**config.mk**
```make
export PLATFORM = sky130hd
export DESIGN_NAME = sum_window_reader
export DESIGN_NICKNAME = d
export VERILOG_FILES = /design/src/rtl/sum_window_reader_pkg.sv /design/src/rtl/sum_window_reader_sat_shift.sv /design/src/rtl/sum_window_reader.sv
export SDC_FILE = /design/constraint.sdc
export NUM_CORES = 1
export LEC_CHECK = 0
export BUFFER_PORTS_ARGS = -buffer_cell sky130_fd_sc_hd__buf_4
export CORE_ASPECT_RATIO = 0.6
export CORE_MARGIN = 2
export CORE_UTILIZATION = 50
export CTS_BUF_LIST = sky130_fd_sc_hd__clkbuf_2 sky130_fd_sc_hd__clkbuf_4 sky130_fd_sc_hd__clkbuf_8
export DETAILED_ROUTE_END_ITERATION = 16
export GPL_ROUTABILITY_DRIVEN = 0
export PLACE_DENSITY = 0.68
export SYNTH_ARGS = -nofsm -noshare
export SYNTH_HDL_FRONTEND = slang
export SYNTH_SLANG_ARGS = --single-unit
```
**constraint.sdc**
```tcl
create_clock -name clk -period 5.7 [get_ports clk]
set_input_delay 0.855 -clock clk [delete_from_list [all_inputs] [get_ports clk]]
set_output_delay 0.855 -clock clk [all_outputs]
set_load 0.05 [all_outputs]
```
**src/rtl/sum_window_reader_pkg.sv**
```systemverilog
// Shared definitions for the sum window reader: FSM state encoding and
// overrun counter width.
package sum_window_reader_pkg;

  // Reader sequencing: wait for a window edge, capture, scale, hold result
  typedef enum logic [1:0] {
    IDLE  = 2'd0,
    ARM   = 2'd1,
    SCALE = 2'd2,
    HOLD  = 2'd3
  } state_t;

  // Width of the saturating overrun counter
  localparam int OVR_BITS = 8;

endpackage

```
**src/rtl/sum_window_reader_sat_shift.sv**
```systemverilog
// Combinational arithmetic right shift with saturation to a narrower signed
// width. The shift amount is clamped to IN_BITS-1.
// Optional feature: define SUM_READER_ROUND_EN to round half up before the
// shift; without it the shift truncates toward negative infinity.
module sat_shift
  import sum_window_reader_pkg::*;
#(
  parameter int IN_BITS  = 32,
  parameter int OUT_BITS = 16
) (
  input  logic signed [IN_BITS-1:0]  val_i,
  input  logic        [5:0]          shift_i,
  output logic signed [OUT_BITS-1:0] res_o,
  output logic                       sat_o
);

  // One extra bit so the rounding increment can never wrap the sum
  localparam int WIDE = IN_BITS + 1;
  localparam logic [5:0] MAX_SH = 6'(IN_BITS - 1);

  logic        [5:0]          sh;
  logic signed [WIDE-1:0]     round_inc;
  logic signed [WIDE-1:0]     wide;
  logic signed [WIDE-1:0]     shifted;
  logic        [WIDE-OUT_BITS:0] upper;

  // Clamp, optionally round, shift, then clip when the upper bits are not
  // all copies of the sign bit
  always_comb begin
    sh = (shift_i > MAX_SH) ? MAX_SH : shift_i;
    round_inc = '0;
`ifdef SUM_READER_ROUND_EN
    if (sh != 6'd0) round_inc = WIDE'(1) << (sh - 6'd1);
`else
    round_inc = '0;
`endif
    wide    = {val_i[IN_BITS-1], val_i} + round_inc;
    shifted = wide >>> sh;
    upper   = shifted[WIDE-1:OUT_BITS-1];
    sat_o   = !((&upper) || (~|upper));
    if (!sat_o)
      res_o = shifted[OUT_BITS-1:0];
    else if (shifted[WIDE-1])
      res_o = {1'b1, {(OUT_BITS-1){1'b0}}};
    else
      res_o = {1'b0, {(OUT_BITS-1){1'b1}}};
  end

endmodule

```
**src/rtl/sum_window_reader.sv**
```systemverilog
// Reads the upstream window sum one cycle after each cnt_timer rising edge,
// scales it by an arithmetic right shift, saturates it and presents it with
// a valid/ready handshake. Results replaced before acceptance are counted.
// Optional feature: SUM_READER_ROUND_EN (round half up, see sat_shift).
module sum_window_reader
  import sum_window_reader_pkg::*;
#(
  parameter int DAT_BITS = 16,
  parameter int CNT_BITS = 16,
  parameter int OUT_BITS = 16
) (
  input  logic                             clk,
  input  logic                             rst,
  input  logic signed [DAT_BITS+CNT_BITS-1:0] sum_in,
  input  logic                             cnt_timer,
  input  logic        [5:0]                shift_amt,
  output logic        [OUT_BITS-1:0]       avg_out,
  output logic                             avg_valid,
  input  logic                             avg_ready,
  output logic                             sat_flag,
  output logic        [7:0]                overrun_cnt
);

  localparam int SUM_BITS = DAT_BITS + CNT_BITS;

  state_t                      state_q, state_d;
  logic                        cnt_timer_q;
  logic signed [SUM_BITS-1:0]  sum_q;
  logic        [5:0]           shift_q;
  logic signed [OUT_BITS-1:0]  avg_q;
  logic                        sat_q;
  logic                        valid_q, valid_d;
  logic        [OVR_BITS-1:0]  ovr_q, ovr_d;
  logic                        capture_en;
  logic                        load_en;
  logic                        edge_det;
  logic signed [OUT_BITS-1:0]  scaled;
  logic                        scaled_sat;

  assign edge_det    = cnt_timer & ~cnt_timer_q;
  assign avg_out     = avg_q;
  assign avg_valid   = valid_q;
  assign sat_flag    = sat_q;
  assign overrun_cnt = ovr_q;

  sat_shift #(
    .IN_BITS  (SUM_BITS),
    .OUT_BITS (OUT_BITS)
  ) u_sat_shift (
    .val_i   (sum_q),
    .shift_i (shift_q),
    .res_o   (scaled),
    .sat_o   (scaled_sat)
  );

  // Next state, valid flag and overrun count; edges in ARM/SCALE are ignored
  always_comb begin
    state_d    = state_q;
    valid_d    = valid_q;
    ovr_d      = ovr_q;
    capture_en = 1'b0;
    load_en    = 1'b0;
    if (valid_q && avg_ready) valid_d = 1'b0;
    case (state_q)
      IDLE: begin
        if (edge_det) state_d = ARM;
      end
      ARM: begin
        capture_en = 1'b1;
        state_d    = SCALE;
      end
      SCALE: begin
        load_en = 1'b1;
        valid_d = 1'b1;
        state_d = HOLD;
      end
      HOLD: begin
        if (valid_q && avg_ready) begin
          state_d = edge_det ? ARM : IDLE;
        end else if (edge_det) begin
          state_d = ARM;
          if (ovr_q != {OVR_BITS{1'b1}}) ovr_d = ovr_q + OVR_BITS'(1);
        end
      end
      default: state_d = IDLE;
    endcase
  end

  // FSM state, handshake flag, overrun counter and timer edge history
  always_ff @(posedge clk or posedge rst) begin
    if (rst) begin
      state_q     <= IDLE;
      valid_q     <= 1'b0;
      ovr_q       <= '0;
      cnt_timer_q <= 1'b1;
    end else begin
      state_q     <= state_d;
      valid_q     <= valid_d;
      ovr_q       <= ovr_d;
      cnt_timer_q <= cnt_timer;
    end
  end

  // Capture the settled sum in ARM and load the scaled result in SCALE
  always_ff @(posedge clk or posedge rst) begin
    if (rst) begin
      sum_q   <= '0;
      shift_q <= '0;
      avg_q   <= '0;
      sat_q   <= 1'b0;
    end else begin
      if (capture_en) begin
        sum_q   <= sum_in;
        shift_q <= shift_amt;
      end
      if (load_en) begin
        avg_q <= scaled;
        sat_q <= scaled_sat;
      end
    end
  end

endmodule

```
; ---- Word-level counts from Yosys, hierarchy flattened
; Cells that the tools add are included.
[word_totals]
word_cells = 38
out_inout_bits = 26
in_bits = 42
ff_bits = 67
[classes]
n_reduce_logical = 9
muxes = 11
n_shift = 1
n_addsub = 1
bitwise_logic = 3
order_cmp = 1
eq_ne = 4
[ops]
columns = cell, n
row1 = >>> shifter 32 x 6 -> 33 bit, 1
row2 = 2-to-1 mux 16 bit, 2
row3 = AND reduction 18 bit, 1
row4 = OR reduction 18 bit, 1
row5 = adder 8 x 1 -> 8 bit (second input constant), 1
row6 = inequality test 8 bit (second input constant), 1
row7 = one-hot mux 2 bit (4 select lines), 1
row8 = > comparator 6 x 5 -> 1 bit (second input constant), 1
row9 = 2-to-1 mux 6 bit, 1
row10 = 2-to-1 mux 1 bit, 5
row11 = == test 2 bit (second input constant), 2
row12 = 2-to-1 mux 2 bit, 2
row13 = AND reduction 4 bit, 1
row14 = == test 2 x 1 -> 1 bit (second input constant), 1
row15 = zero test 1 bit, 2
row16 = zero test 2 bit, 1
row17 = inverter 1 bit, 2
row18 = nonzero test 2 bit, 1
row19 = bitwise AND 1 bit, 1
row20 = logical AND 1 bit, 1
row21 = logical OR 1 bit, 1

; ---- Depth between registers and ports, before layout
[logic_depth]
word_depth = 7
mapped_depth = 12
ltp_nobuf = 8

; ---- Modules after synthesis
; Synthesis repeated with hierarchy kept, for this count alone.
[hier_totals]
cells_unflattened = 498
area_unflattened_um2 = 4953.5
[modules_own_cells]
columns = mod, cells_per_inst, seq_area_each_um2, area_per_inst_um2, n_inst
row1 = sum_window_reader, 176, 1677.9, 2636.3, 1
row2 = sat_shift, 322, 0.0, 2317.2, 1

; ---- Worst setup path before layout
; Ideal clock, no wire load.
[synth_path]
path_kind = flip-flop to flip-flop
startpoint = register shift_q[0]
endpoint = register avg_q[1] (netlist: avg_out[1])
setup_ns = 0.132
slack_ns = 2.986
path_buffers = 4
period_less_slack_ns = 2.714
required_time_ns = 5.568
t_arrival_ns = 2.582
stages_incl_launch_ff = 13
cell_sequence = dfrtp_1 buf_6 buf_6 buf_2 mux2i_1 o2bb2ai_1 or2_2 nor4b_1 o22ai_1 o311a_1 buf_6 a2111oi_0 nor2_1
[synth_between]
elab_chain_len = 7
word_cells_on_any_way = 9
cone_classes = order compare: 1 / shift: 1 / mux: 3 / reduce/logical: 4
[synth_rtl]
columns = item, line
row1 = "start, declared", sum_window_reader.sv:29  ; logic [5:0] shift_q;
row2 = "start signal, assigned", sum_window_reader.sv:114  ; shift_q <= shift_amt;
row3 = > comparator 6 x 5 -> 1 bit, sum_window_reader_sat_shift.sv:30  ; sh = (shift_i > MAX_SH) ? MAX_SH : shift_i;
row4 = 2-to-1 mux 6 bit *, sum_window_reader_sat_shift.sv:30
row5 = >>> shifter 32 x 6 -> 33 bit *, sum_window_reader_sat_shift.sv:38  ; shifted = wide >>> sh;
row6 = OR reduction 18 bit, sum_window_reader_sat_shift.sv:40  ; sat_o = !((&upper) || (~|upper));
row7 = zero test 1 bit, sum_window_reader_sat_shift.sv:40
row8 = logical OR 1 bit, sum_window_reader_sat_shift.sv:40
row9 = 2-to-1 mux 16 bit *, sum_window_reader_sat_shift.sv:41  ; if (!sat_o)
row10 = "end signal, assigned", sum_window_reader.sv:117  ; avg_q <= scaled;
row11 = "end, declared", sum_window_reader.sv:30  ; logic signed [OUT_BITS-1:0] avg_q;
; Mark *: on every way between the ends. The rest lies on a longest branch, timed or not.
; A chain may end at the register's enable or synchronous reset.

; ---- Worst setup path after layout
[layout_path]
startpoint = register shift_q[5]
endpoint = register avg_q[11] (netlist: avg_out[11])
; The elaborated chain is that of the path after synthesis.

==> impl_metrics.json <==
{
  "floorplan.die.width_microns": 129,
  "max-slew-margin-rel": 0.265,
  "finalSetupTns_ps": 0,
  "timing.final.setup_violations": 0,
  "setup_ws_ps": 1750,
  "instance_count_of_the_mapped_netlist": 493,
  "grt_util_all_layers": 0.261,
  "cts_htree_levels": 3,
  "via_count_of_the_first_global_routing_pass": 3850,
  "place.port_buffers": 67,
  "wire_per_inst_microns": 19.3,
  "pre_cts_setup_slack_ps": 1910,
  "cts_setup_buffers": 0,
  "fp.dieH_microns": 78.7,
  "cts_max_path_buffers": 2,
  "timing.final.max_slew_violations": 0,
  "synthSimpleGateAreaFrac": 0.165,
  "min_path_cells": 2,
  "cell_taking_the_most_area_after_synthesis": "sky130_fd_sc_hd__dfrtp_1",
  "synth_warnings": 0,
  "placed_cells": 642,
  "maximum_fanout_along_the_worst_path": 27,
  "crit_path_end_kind": "flip-flop",
  "grt_most_used_layer": "met1",
  "ys_seq_elements": 67,
  "final_stage_net_count": 580,
  "start_util": 0.510,
  "row_count": 27,
  "clkSinkCount": 67,
  "worst_pin_slew_ps": 1080,
  "top_level_ports": 68,
  "crit_required_ps": 5980,
  "worst_path_arrival_ps": 4230,
  "synthAdderAreaFrac": 0.00269,
  "ctsRootBufferMaster": "sky130_fd_sc_hd__clkbuf_8",
  "route.detailed.drc": 0,
  "tritoncts_clock_tree": "built",
  "synth_seq_area_share": 0.361,
  "ff2ff_path_depth": 7,
  "synthFlopType": "sky130_fd_sc_hd__dfrtp_1",
  "core_sq_mm": 0.00912,
  "drt-initial-drc-count": 646,
  "insertedDiodeCount": 0,
  "cts_inserted_buffers": 9,
  "post_detailed_placement_half_perimeter_wirelength_mm": 9.31,
  "cts_repair_resize_count": 0,
  "pin_count_of_the_biggest_net_entering_global_routing": 68,
  "grt_first_pass_wirelength_mm": 20.2,
  "setup.worst_path.class": "reg2reg",
  "synth_top_area_frac": 0.355,
  "via_count": 4256,
  "grt_antenna_before_repair": 0,
  "synth.area.top_cells": "sky130_fd_sc_hd__dfrtp_1, sky130_fd_sc_hd__mux2_2, sky130_fd_sc_hd__mux2i_1",
  "post_synth_edffs": 0,
  "setup.worst_path.start_class": "flip-flop",
  "yosys.cell_types.count": 71,
  "layout.filler_cells": 793,
  "post_route_insts_no_fill": 658,
  "hold_path.class": "reg2reg",
  "finClkSkew_ps": 3.96,
  "vias_per_cell": 6.47,
  "area_growth_syn_to_layout_pct": 14.7,
  "grt_use_met1": 0.384,
  "synth_async_sr_flop_share": 1.00,
  "achievable-frequency_ghz": 0.253,
  "compound_gate_portion_of_the_synthesized_area": 0.186,
  "gr-usage-met2": 0.367,
  "drt_first_pass_iters": 7,
  "synth_nets": 536,
  "run_status": "completed",
  "rsz_0062_raised_after_global_routing": "false",
  "syn_area_sq_mm": 0.00465,
  "cts-hold-fix-buffers": 0,
  "worstSkewPairLatency_ps": 360,
  "fp.dieArea_sq_mm": 0.0101,
  "synth_xor_area_frac": 0.0132,
  "muxShareOfSynthArea": 0.219,
  "post_synth.cell_area_avg_sq_um": 9.44,
  "postRouteAntennaNets": 0,
  "use_met3": 0.0822,
  "synth_top_family_by_area": "multiplexers",
  "grt-ovfl-total": 0,
  "route.final.wire_length_mm": 12.7,
  "max_cap_viol_count": 0,
  "layout-drive-gt1-share": 0.280,
  "clk_pin_slew_worst_paths_ps": 70,
  "period_minus_ws_final_ps": 3950,
  "report.final.hold_viol_count": 0,
  "fin_crit_sh": 0.693
}
==> state kept, by name, indices dropped and copies added, names as in the netlist <==
| name | flops |
|---|---|
| overrun_cnt | 8 |
| state_q | 2 |
| avg_out | 16 |
| avg_valid | 1 |
| shift_q | 6 |
| sat_flag | 1 |
| sum_q | 32 |
| cnt_timer_q | 1 |
==> final timing paths <==
path | start | to | slack (ps)
min reg2reg | sat_flag$_DFFE_PP0P_ | sat_flag$_DFFE_PP0P_ | 500
max | shift_q[5]$_DFFE_PP0P_ | avg_out[11]$_DFFE_PP0P_ | 1750
min | sat_flag$_DFFE_PP0P_ | sat_flag$_DFFE_PP0P_ | 500
max reg2reg | shift_q[5]$_DFFE_PP0P_ | avg_out[11]$_DFFE_PP0P_ | 1750
min in group asynchronous | rst | sum_q[28]$_DFFE_PP0P_ | 720
max in group asynchronous | rst | avg_valid$_DFFE_PP0P_ | 4380
==> synth_stat cells, drive strengths merged, types with 12 or more instances <==
library cell / n
dfrtp: 66
nor2: 55
mux2i: 48
mux2: 46
nand2: 34
a21oi: 21
o21ai: 21
buf: 20
clkbuf: 19
o22ai: 15
a31oi: 12
==> logic make-up after synthesis <==
family	Yosys count
flip-flops	67
multiplexers	95
adder cells (fa/ha/maj)	1
AO/OA/AOI/OAI	123
buffers and inverters	47
AND/OR/NAND/NOR	153
XOR/XNOR	7
==> critical path: stages (launching register included) <==
cell and delay [ps]:
sky130_fd_sc_hd__dfrtp_1 870, sky130_fd_sc_hd__or3_1 510, sky130_fd_sc_hd__a211oi_1 110, sky130_fd_sc_hd__a2111oi_0 950, sky130_fd_sc_hd__a31oi_1 310, sky130_fd_sc_hd__o32ai_4 610
sky130_fd_sc_hd__o211ai_1 260, sky130_fd_sc_hd__a31oi_1 240
==> layout make-up <==
type	instances	area [sq um]	share of cell area
timing repair buffer	72	541	0.101
tap	116	145	0.0272
sequential	67	1680	0.314
inverter	8	30.0	0.00563
multi-input combinational	379	2740	0.513
clock buffer	12	159	0.0298
clock inverter	4	48.8	0.00914
==> stage by stage <==
step / utilization / instance area [sq um] / hold WS (ps)
6_report: 0.585 / 5340 / 503
5_1_grt: 0.585 / 5340 / 542
4_1_cts: 0.585 / 5340 / 506
3_5_place_dp: 0.562 / 5130 / 485
3_3_place_gp: 0.562 / 5130 / 486
2_1_floorplan: - / 4650 / 475
==> per-layer routing <==
layer,up-vias,share of wire
met5,-,0
met4,0,0.020
met3,36,0.12
met2,267,0.40
met1,2010,0.46
li1,1943,-
==> placed cells by master, fill, tap and decap left out, drive strengths merged, types with 6 or more instances in the layout <==
cell type | synthesis | routed
a211oi | 6 | 6
a21oi | 21 | 21
a22oi | 7 | 7
a31oi | 12 | 12
buf | 20 | 72
clkbuf | 19 | 12
dfrtp | 66 | 66
inv | 7 | 7
mux2 | 46 | 46
mux2i | 48 | 48
nand2 | 34 | 34
nor2 | 55 | 55
nor3 | 8 | 8
nor4 | 8 | 8
o211ai | 6 | 6
o21ai | 21 | 21
o22ai | 15 | 15
or2 | 6 | 6
or3 | 8 | 8
Power is not shown: default switching activity piles up to over one toggle a cycle in this logic, so the estimate is an artifact.
